--- src/rtl/fpu_cmp_minmax_stage_pkg.sv ---
// Shared definitions for the FP compare/min/max result stage: op codes, flag bits, recoded width, canonical NaN.
// Pure declarations; no logic or timing of its own.
package fpu_cmp_minmax_stage_pkg;

    localparam int REC_W  = 33;
    localparam int FLAG_W = 5;

    localparam int FLAG_NV = 4;
    localparam int FLAG_DZ = 3;
    localparam int FLAG_OF = 2;
    localparam int FLAG_UF = 1;
    localparam int FLAG_NX = 0;

    localparam logic [REC_W-1:0] CANON_NAN = 33'h0_E040_0000;

    typedef enum logic [2:0] {
        FPU_CMP_FEQ  = 3'd0,
        FPU_CMP_FLT  = 3'd1,
        FPU_CMP_FLE  = 3'd2,
        FPU_CMP_FMIN = 3'd3,
        FPU_CMP_FMAX = 3'd4
    } fpu_cmp_op_e;

    // Everything S1 captures at accept time, comparator results included.
    typedef struct packed {
        logic [2:0]        op;
        logic [REC_W-1:0]  a;
        logic [REC_W-1:0]  b;
        logic              lt;
        logic              eq;
        logic [FLAG_W-1:0] exc;
    } s1_t;

    function automatic logic is_nan(input logic [REC_W-1:0] x);
        return x[31:29] == 3'b111;
    endfunction

    function automatic logic is_snan(input logic [REC_W-1:0] x);
        return is_nan(x) && !x[22];
    endfunction

endpackage

--- src/rtl/fpu_minmax_sel.sv ---
// NaN classification and result mux for compare/min/max ops on recoded operands.
// Purely combinational, zero latency; no handshake.
module fpu_minmax_sel
    import fpu_cmp_minmax_stage_pkg::*;
(
    input  logic [2:0]       op,
    input  logic [REC_W-1:0] a,
    input  logic [REC_W-1:0] b,
    input  logic             lt,
    input  logic             eq,
    output logic [REC_W-1:0] result
);

    logic a_nan;
    logic b_nan;
    logic pick_a_min;
    logic pick_a_max;

    assign a_nan = is_nan(a);
    assign b_nan = is_nan(b);

    // On equality the sign bit breaks the tie so -0 orders below +0.
    assign pick_a_min = lt || (eq && a[32]);
    assign pick_a_max = (!lt && !eq) || (eq && !a[32]);

    always_comb begin
        result = {{(REC_W-1){1'b0}}, eq};
        case (op)
            FPU_CMP_FLT: result = {{(REC_W-1){1'b0}}, lt};
            FPU_CMP_FLE: result = {{(REC_W-1){1'b0}}, lt | eq};
            FPU_CMP_FMIN, FPU_CMP_FMAX: begin
                if (a_nan && b_nan)
                    result = CANON_NAN;
                else if (a_nan)
                    result = b;
                else if (b_nan)
                    result = a;
                else if (op == FPU_CMP_FMIN)
                    result = pick_a_min ? a : b;
                else
                    result = pick_a_max ? a : b;
            end
            default: result = {{(REC_W-1){1'b0}}, eq};
        endcase
    end

endmodule

--- src/rtl/fpu_cmp_minmax_stage.sv ---
// Two-stage registered FEQ/FLT/FLE/FMIN/FMAX result path around the recoded comparator; optional sticky fflags (FPU_CMP_FFLAGS_ACC_EN).
// Latency 2 cycles accept-to-out_valid, full throughput with out_ready high.
// Backpressure: S2 holds stable while out_ready is low; in_ready depends combinationally on out_ready.
module fpu_cmp_minmax_stage
    import fpu_cmp_minmax_stage_pkg::*;
(
    input  logic              clk,
    input  logic              rst_n,
    input  logic              flush,
    input  logic              in_valid,
    output logic              in_ready,
    input  logic [2:0]        in_op,
    input  logic [REC_W-1:0]  in_a,
    input  logic [REC_W-1:0]  in_b,
    output logic              cmp_signaling,
    input  logic              cmp_lt,
    input  logic              cmp_eq,
    input  logic [FLAG_W-1:0] cmp_exc,
    output logic              out_valid,
    input  logic              out_ready,
    output logic [REC_W-1:0]  out_data,
    output logic [FLAG_W-1:0] out_exc,
    output logic [FLAG_W-1:0] fflags,
    input  logic              fflags_clr
);

    s1_t               s1_d;
    s1_t               s1_q;
    logic              s1_valid;
    logic              s2_valid;
    logic              s2_load;
    logic              fire;
    logic [REC_W-1:0]  s1_result;
    logic [REC_W-1:0]  s2_data;
    logic [FLAG_W-1:0] s2_exc;

    assign cmp_signaling = (in_op == FPU_CMP_FLT) || (in_op == FPU_CMP_FLE);

    assign s2_load  = !s2_valid || out_ready;
    // During flush the pipe empties next edge, so upstream may be offered ready; the op is simply not captured.
    assign in_ready = !s1_valid || s2_load || flush;
    assign fire     = in_valid && in_ready && !flush;

    assign s1_d = '{op: in_op, a: in_a, b: in_b, lt: cmp_lt, eq: cmp_eq, exc: cmp_exc};

    always_ff @(posedge clk or negedge rst_n) begin
        if (!rst_n) begin
            s1_valid <= 1'b0;
            s1_q     <= '0;
        end else begin
            if (flush)
                s1_valid <= 1'b0;
            else if (in_ready)
                s1_valid <= in_valid;
            if (fire)
                s1_q <= s1_d;
        end
    end

    fpu_minmax_sel u_sel (
        .op     (s1_q.op),
        .a      (s1_q.a),
        .b      (s1_q.b),
        .lt     (s1_q.lt),
        .eq     (s1_q.eq),
        .result (s1_result)
    );

    always_ff @(posedge clk or negedge rst_n) begin
        if (!rst_n) begin
            s2_valid <= 1'b0;
            s2_data  <= '0;
            s2_exc   <= '0;
        end else begin
            if (flush)
                s2_valid <= 1'b0;
            else if (s2_load)
                s2_valid <= s1_valid;
            if (s2_load && s1_valid && !flush) begin
                s2_data <= s1_result;
                s2_exc  <= s1_q.exc;
            end
        end
    end

    assign out_valid = s2_valid;
    assign out_data  = s2_data;
    assign out_exc   = s2_exc;

`ifdef FPU_CMP_FFLAGS_ACC_EN
    logic [FLAG_W-1:0] acc_in;
    logic [FLAG_W-1:0] fflags_q;

    assign acc_in = (out_valid && out_ready && !flush) ? out_exc : '0;

    // Clear wins over history but not over the op accepted in the same cycle.
    always_ff @(posedge clk or negedge rst_n) begin
        if (!rst_n)
            fflags_q <= '0;
        else if (fflags_clr)
            fflags_q <= acc_in;
        else
            fflags_q <= fflags_q | acc_in;
    end

    assign fflags = fflags_q;
`else
    logic unused_fflags_clr;
    assign unused_fflags_clr = fflags_clr;
    assign fflags = '0;
`endif

endmodule

--- config.mk ---
export PLATFORM = sky130hd
export DESIGN_NAME = fpu_cmp_minmax_stage
export DESIGN_NICKNAME = d
export VERILOG_FILES = /design/src/rtl/fpu_cmp_minmax_stage_pkg.sv /design/src/rtl/fpu_minmax_sel.sv /design/src/rtl/fpu_cmp_minmax_stage.sv
export SDC_FILE = /design/constraint.sdc
export NUM_CORES = 1
export LEC_CHECK = 0
export CELL_PAD_IN_SITES_DETAIL_PLACEMENT = 0
export CELL_PAD_IN_SITES_GLOBAL_PLACEMENT = 1
export CORE_MARGIN = 3
export CORE_UTILIZATION = 39
export CTS_CLUSTER_DIAMETER = 50
export DETAILED_ROUTE_END_ITERATION = 8
export PLACE_DENSITY = 0.89
export SYNTH_ARGS = -nofsm -noshare
export SYNTH_HDL_FRONTEND = slang
export SYNTH_SLANG_ARGS = --single-unit
export TNS_END_PERCENT = 5
--- constraint.sdc ---
create_clock -name clk -period 2.7 [get_ports clk]
set_clock_uncertainty 0.1 [all_clocks]
set_input_delay 0.54 -clock clk [delete_from_list [all_inputs] [get_ports clk]]
set_output_delay 0.54 -clock clk [all_outputs]
set_load 0.01 [all_outputs]
==> impl_metrics.csv <==
group,metric,value,unit
routing,top_layer,"met4",
clocking,cts_max_level,4,
worst_setup_path,cp-end-kind,"primary output",
placement,place_hpwl,8153,um
logic_synthesis,ys_types,35,
global_route,grt_pass1_vias,3977,
die,core-area,12720,um^2
finish,areaGrowthSynthToFinish,40.82,%
timing,fmax,409.7,MHz
logic_synthesis,netlist.area_leader.share,56.95,%
clocking,cts_tree,"built",
die,num_io_pins,128,
clocking,cts-root-buf,"clkbuf_16",
logic_synthesis,async_flop_share,100.0,%
power,p_leak,2.875,nW
die,die_w,120.3,um
timing,tns,0,ns
global_route,grt_usage,18.52,%
power,power.total,5.891,mW
routing,drt-pass1-iter-count,4,
worst_setup_path,worstPathMaxFanout,5,
clocking,cts_buffers,17,
timing,slew_viol_final,0,
clocking,cts.path.max_buffers,2,
routing,routed_wl,12650,um
power,peakVddDrop,0.4218,mV
logic_synthesis,synth_seq_area_share,56.95,%
hold_path,min_path_cells,1,
finish,fillers,1089,
finish,antennaDiodeCount,0,
hold_path,min_path_type,"reg -> reg",
timing,rsz0062_at_grt,"false",
power,p_per_area,820.7,nW/um^2
placement,place_congestion,0.7717,
logic_synthesis,synth_edf_count,0,
logic_synthesis,synth_common_cells,"dfrtp_1 (116), mux2_2 (56), nand2_1 (32)",
clocking,cts_hold_buf,1,
logic_synthesis,synth_top_area_cell,"dfrtp_1",
timing,hold_viol,0,
timing,maxSlewHeadroom,28.44,%
timing,setup_viol,0,
logic_synthesis,syn_area,5097,um^2
die,start_util,40.07,%
clocking,post-cts-setup-buffers,0,
routing,met3_length,801,um
routing,route.detailed.drc,0,
timing,finalCritPeriodShare,90.41,%
logic_synthesis,syn_inst,402,
logic_synthesis,synthTopCellsByArea,"dfrtp_1 (57%), mux2_2 (12%), mux2_1 (5.5%), o2111ai_1 (4.8%), o211ai_1 (4.1%)",
logic_synthesis,yosysWarnings,0,
worst_setup_path,worstSetupPathType,"in -> out",
placement,port_buffers,121,
routing,route.met2.wl,6245,um
routing,via_count,3767,
logic_synthesis,synthFlopType,"dfrtp_1",
finish,drive_above_1_share,20.41,%
global_route,grt_pass1_wl,20820,um
finish,nNetsFinal,603,
worst_setup_path,cp.required,2.06,ns
global_route,grt_max_degree,61,
die,rows,41,
clocking,cts.sinks,116,
clocking,clock_latency,0.41,ns
global_route,antenna_found_initial,0,
logic_synthesis,avgSynthCellArea,12.68,um^2
status,status,"complete, no violations",
global_route,grt.overflow.total,0,
die,die_y,120.3,um
clocking,cts_resized,0,
logic_synthesis,ys_ff_latch,116,
worst_setup_path,arrival,1.80,ns
clocking,clk_pin_slew,0.05,ns
routing,post_drt_via_cell_ratio,5.336,
timing,fin_crit,2.441,ns
routing,wl_per_cell,17.92,um
routing,wl_met1,5429,um
routing,ant_nets,0,
logic_synthesis,yosysMostFrequentCell,"dfrtp_1",
flow_run,cap_violations,0,
die,die-area,14480,um^2
timing,worstMarginPinSlew,1.073,ns
routing,drtIter0Drc,271,
worst_setup_path,reg2reg_depth,4,
worst_setup_path,cp-start-kind,"input pin",
## kinds of logic (layout without fill, tap and decap cells)
group                  count (synthesis)  count (layout)  synth area share (%)
buffers and inverters                 43             171                 4.418
AND/OR/NAND/NOR                       74              74                 6.701
flip-flops                           116             116                 56.95
multiplexers                          82              82                 18.09
XOR/XNOR                               1               1                0.1719
AO/OA/AOI/OAI                         85              85                 13.60
other                                  1               5               0.07357
## critical path, cell delays in order
cell             delay (ns)
clkdlybuf4s50_1        0.45
nor2b_1                0.04
buf_4                  0.15
nand2_1                0.08
clkdlybuf4s50_1        0.53
## cell usage in the layout, fill, tap and decap left out, drive strengths merged, types with 5 or more instances in the layout
| cell type | netlist | final |
|---|---|---|
| o21ai | 5 | 5 |
| o211ai | 28 | 28 |
| nand3 | 29 | 29 |
| mux2 | 81 | 81 |
| o2111ai | 28 | 28 |
| conb | 1 | 5 |
| clkdlybuf4s50 | 0 | 120 |
| o21bai | 5 | 5 |
| nand2 | 32 | 32 |
| bufinv | 0 | 5 |
| dfrtp | 116 | 116 |
| buf | 22 | 14 |
| clkbuf | 17 | 23 |
## per-layer routing
metal  track usage (%)  vias to the layer above
met2             30.35                      116
met5                 0                        -
li1                  -                     1734
met1             23.14                     1902
met3             5.192                       15
met4             7.720                        0
## sequential cells by signal, indices dropped and copies added (netlist names)
register	count
s1_q	76
out_data	33
out_exc	5
out_valid	1
s1_valid	1
## worst paths after layout
kind	from	end	slack, ns
max	out_ready	in_ready	0.26
min	s1_q[30]$_DFFE_PN0P_	s1_q[30]$_DFFE_PN0P_	0.39
max reg2reg	s1_q[75]$_DFFE_PN0P_	out_data[24]$_DFFE_PN0P_	0.30
min reg2reg	s1_q[30]$_DFFE_PN0P_	s1_q[30]$_DFFE_PN0P_	0.39
max in group asynchronous	rst_n	out_data[5]$_DFFE_PN0P_	1.28
min in group asynchronous	rst_n	s1_q[61]$_DFFE_PN0P_	0.47
## power by group
| part | leakage, nW | total, mW | switching (mW) | internal [mW] |
|---|---|---|---|---|
| Sequential | 1.43 | 2.24 | 0.192 | 2.05 |
| Combinational | 1.11 | 1.11 | 0.506 | 0.608 |
| Clock | 0.339 | 2.54 | 0.758 | 1.78 |
| Total | 2.87 | 5.89 | 1.46 | 4.44 |
## through the flow
step | setup slack [ns] | instance area [um^2] | cells | hold WS, ns | utilization (%)
floorplan | 0.6827 | 5112 | 406 | 0.1444 | -
global placement | 0.2382 | 6490 | 673 | 0.3525 | 51.01
detailed placement | 0.2506 | 6490 | 673 | 0.3601 | 51.01
CTS | 0.2499 | 7178 | 706 | 0.3897 | 56.42
global route | 0.1182 | 7178 | 706 | 0.4046 | 56.42
finish | 0.2589 | 7178 | 706 | 0.3864 | 56.42
## area by class of cell
type / count / area, um^2 / share of cell area [%]
clock buffer: 23 / 508.0 / 7.077
clock inverter: 9 / 170.2 / 2.371
inverter: 4 / 15.01 / 0.2092
multi-input combinational: 247 / 2001 / 27.87
sequential: 116 / 2903 / 40.44
tap: 172 / 215.2 / 2.998
timing repair buffer: 135 / 1366 / 19.03
(Power assumes the default switching activity.)
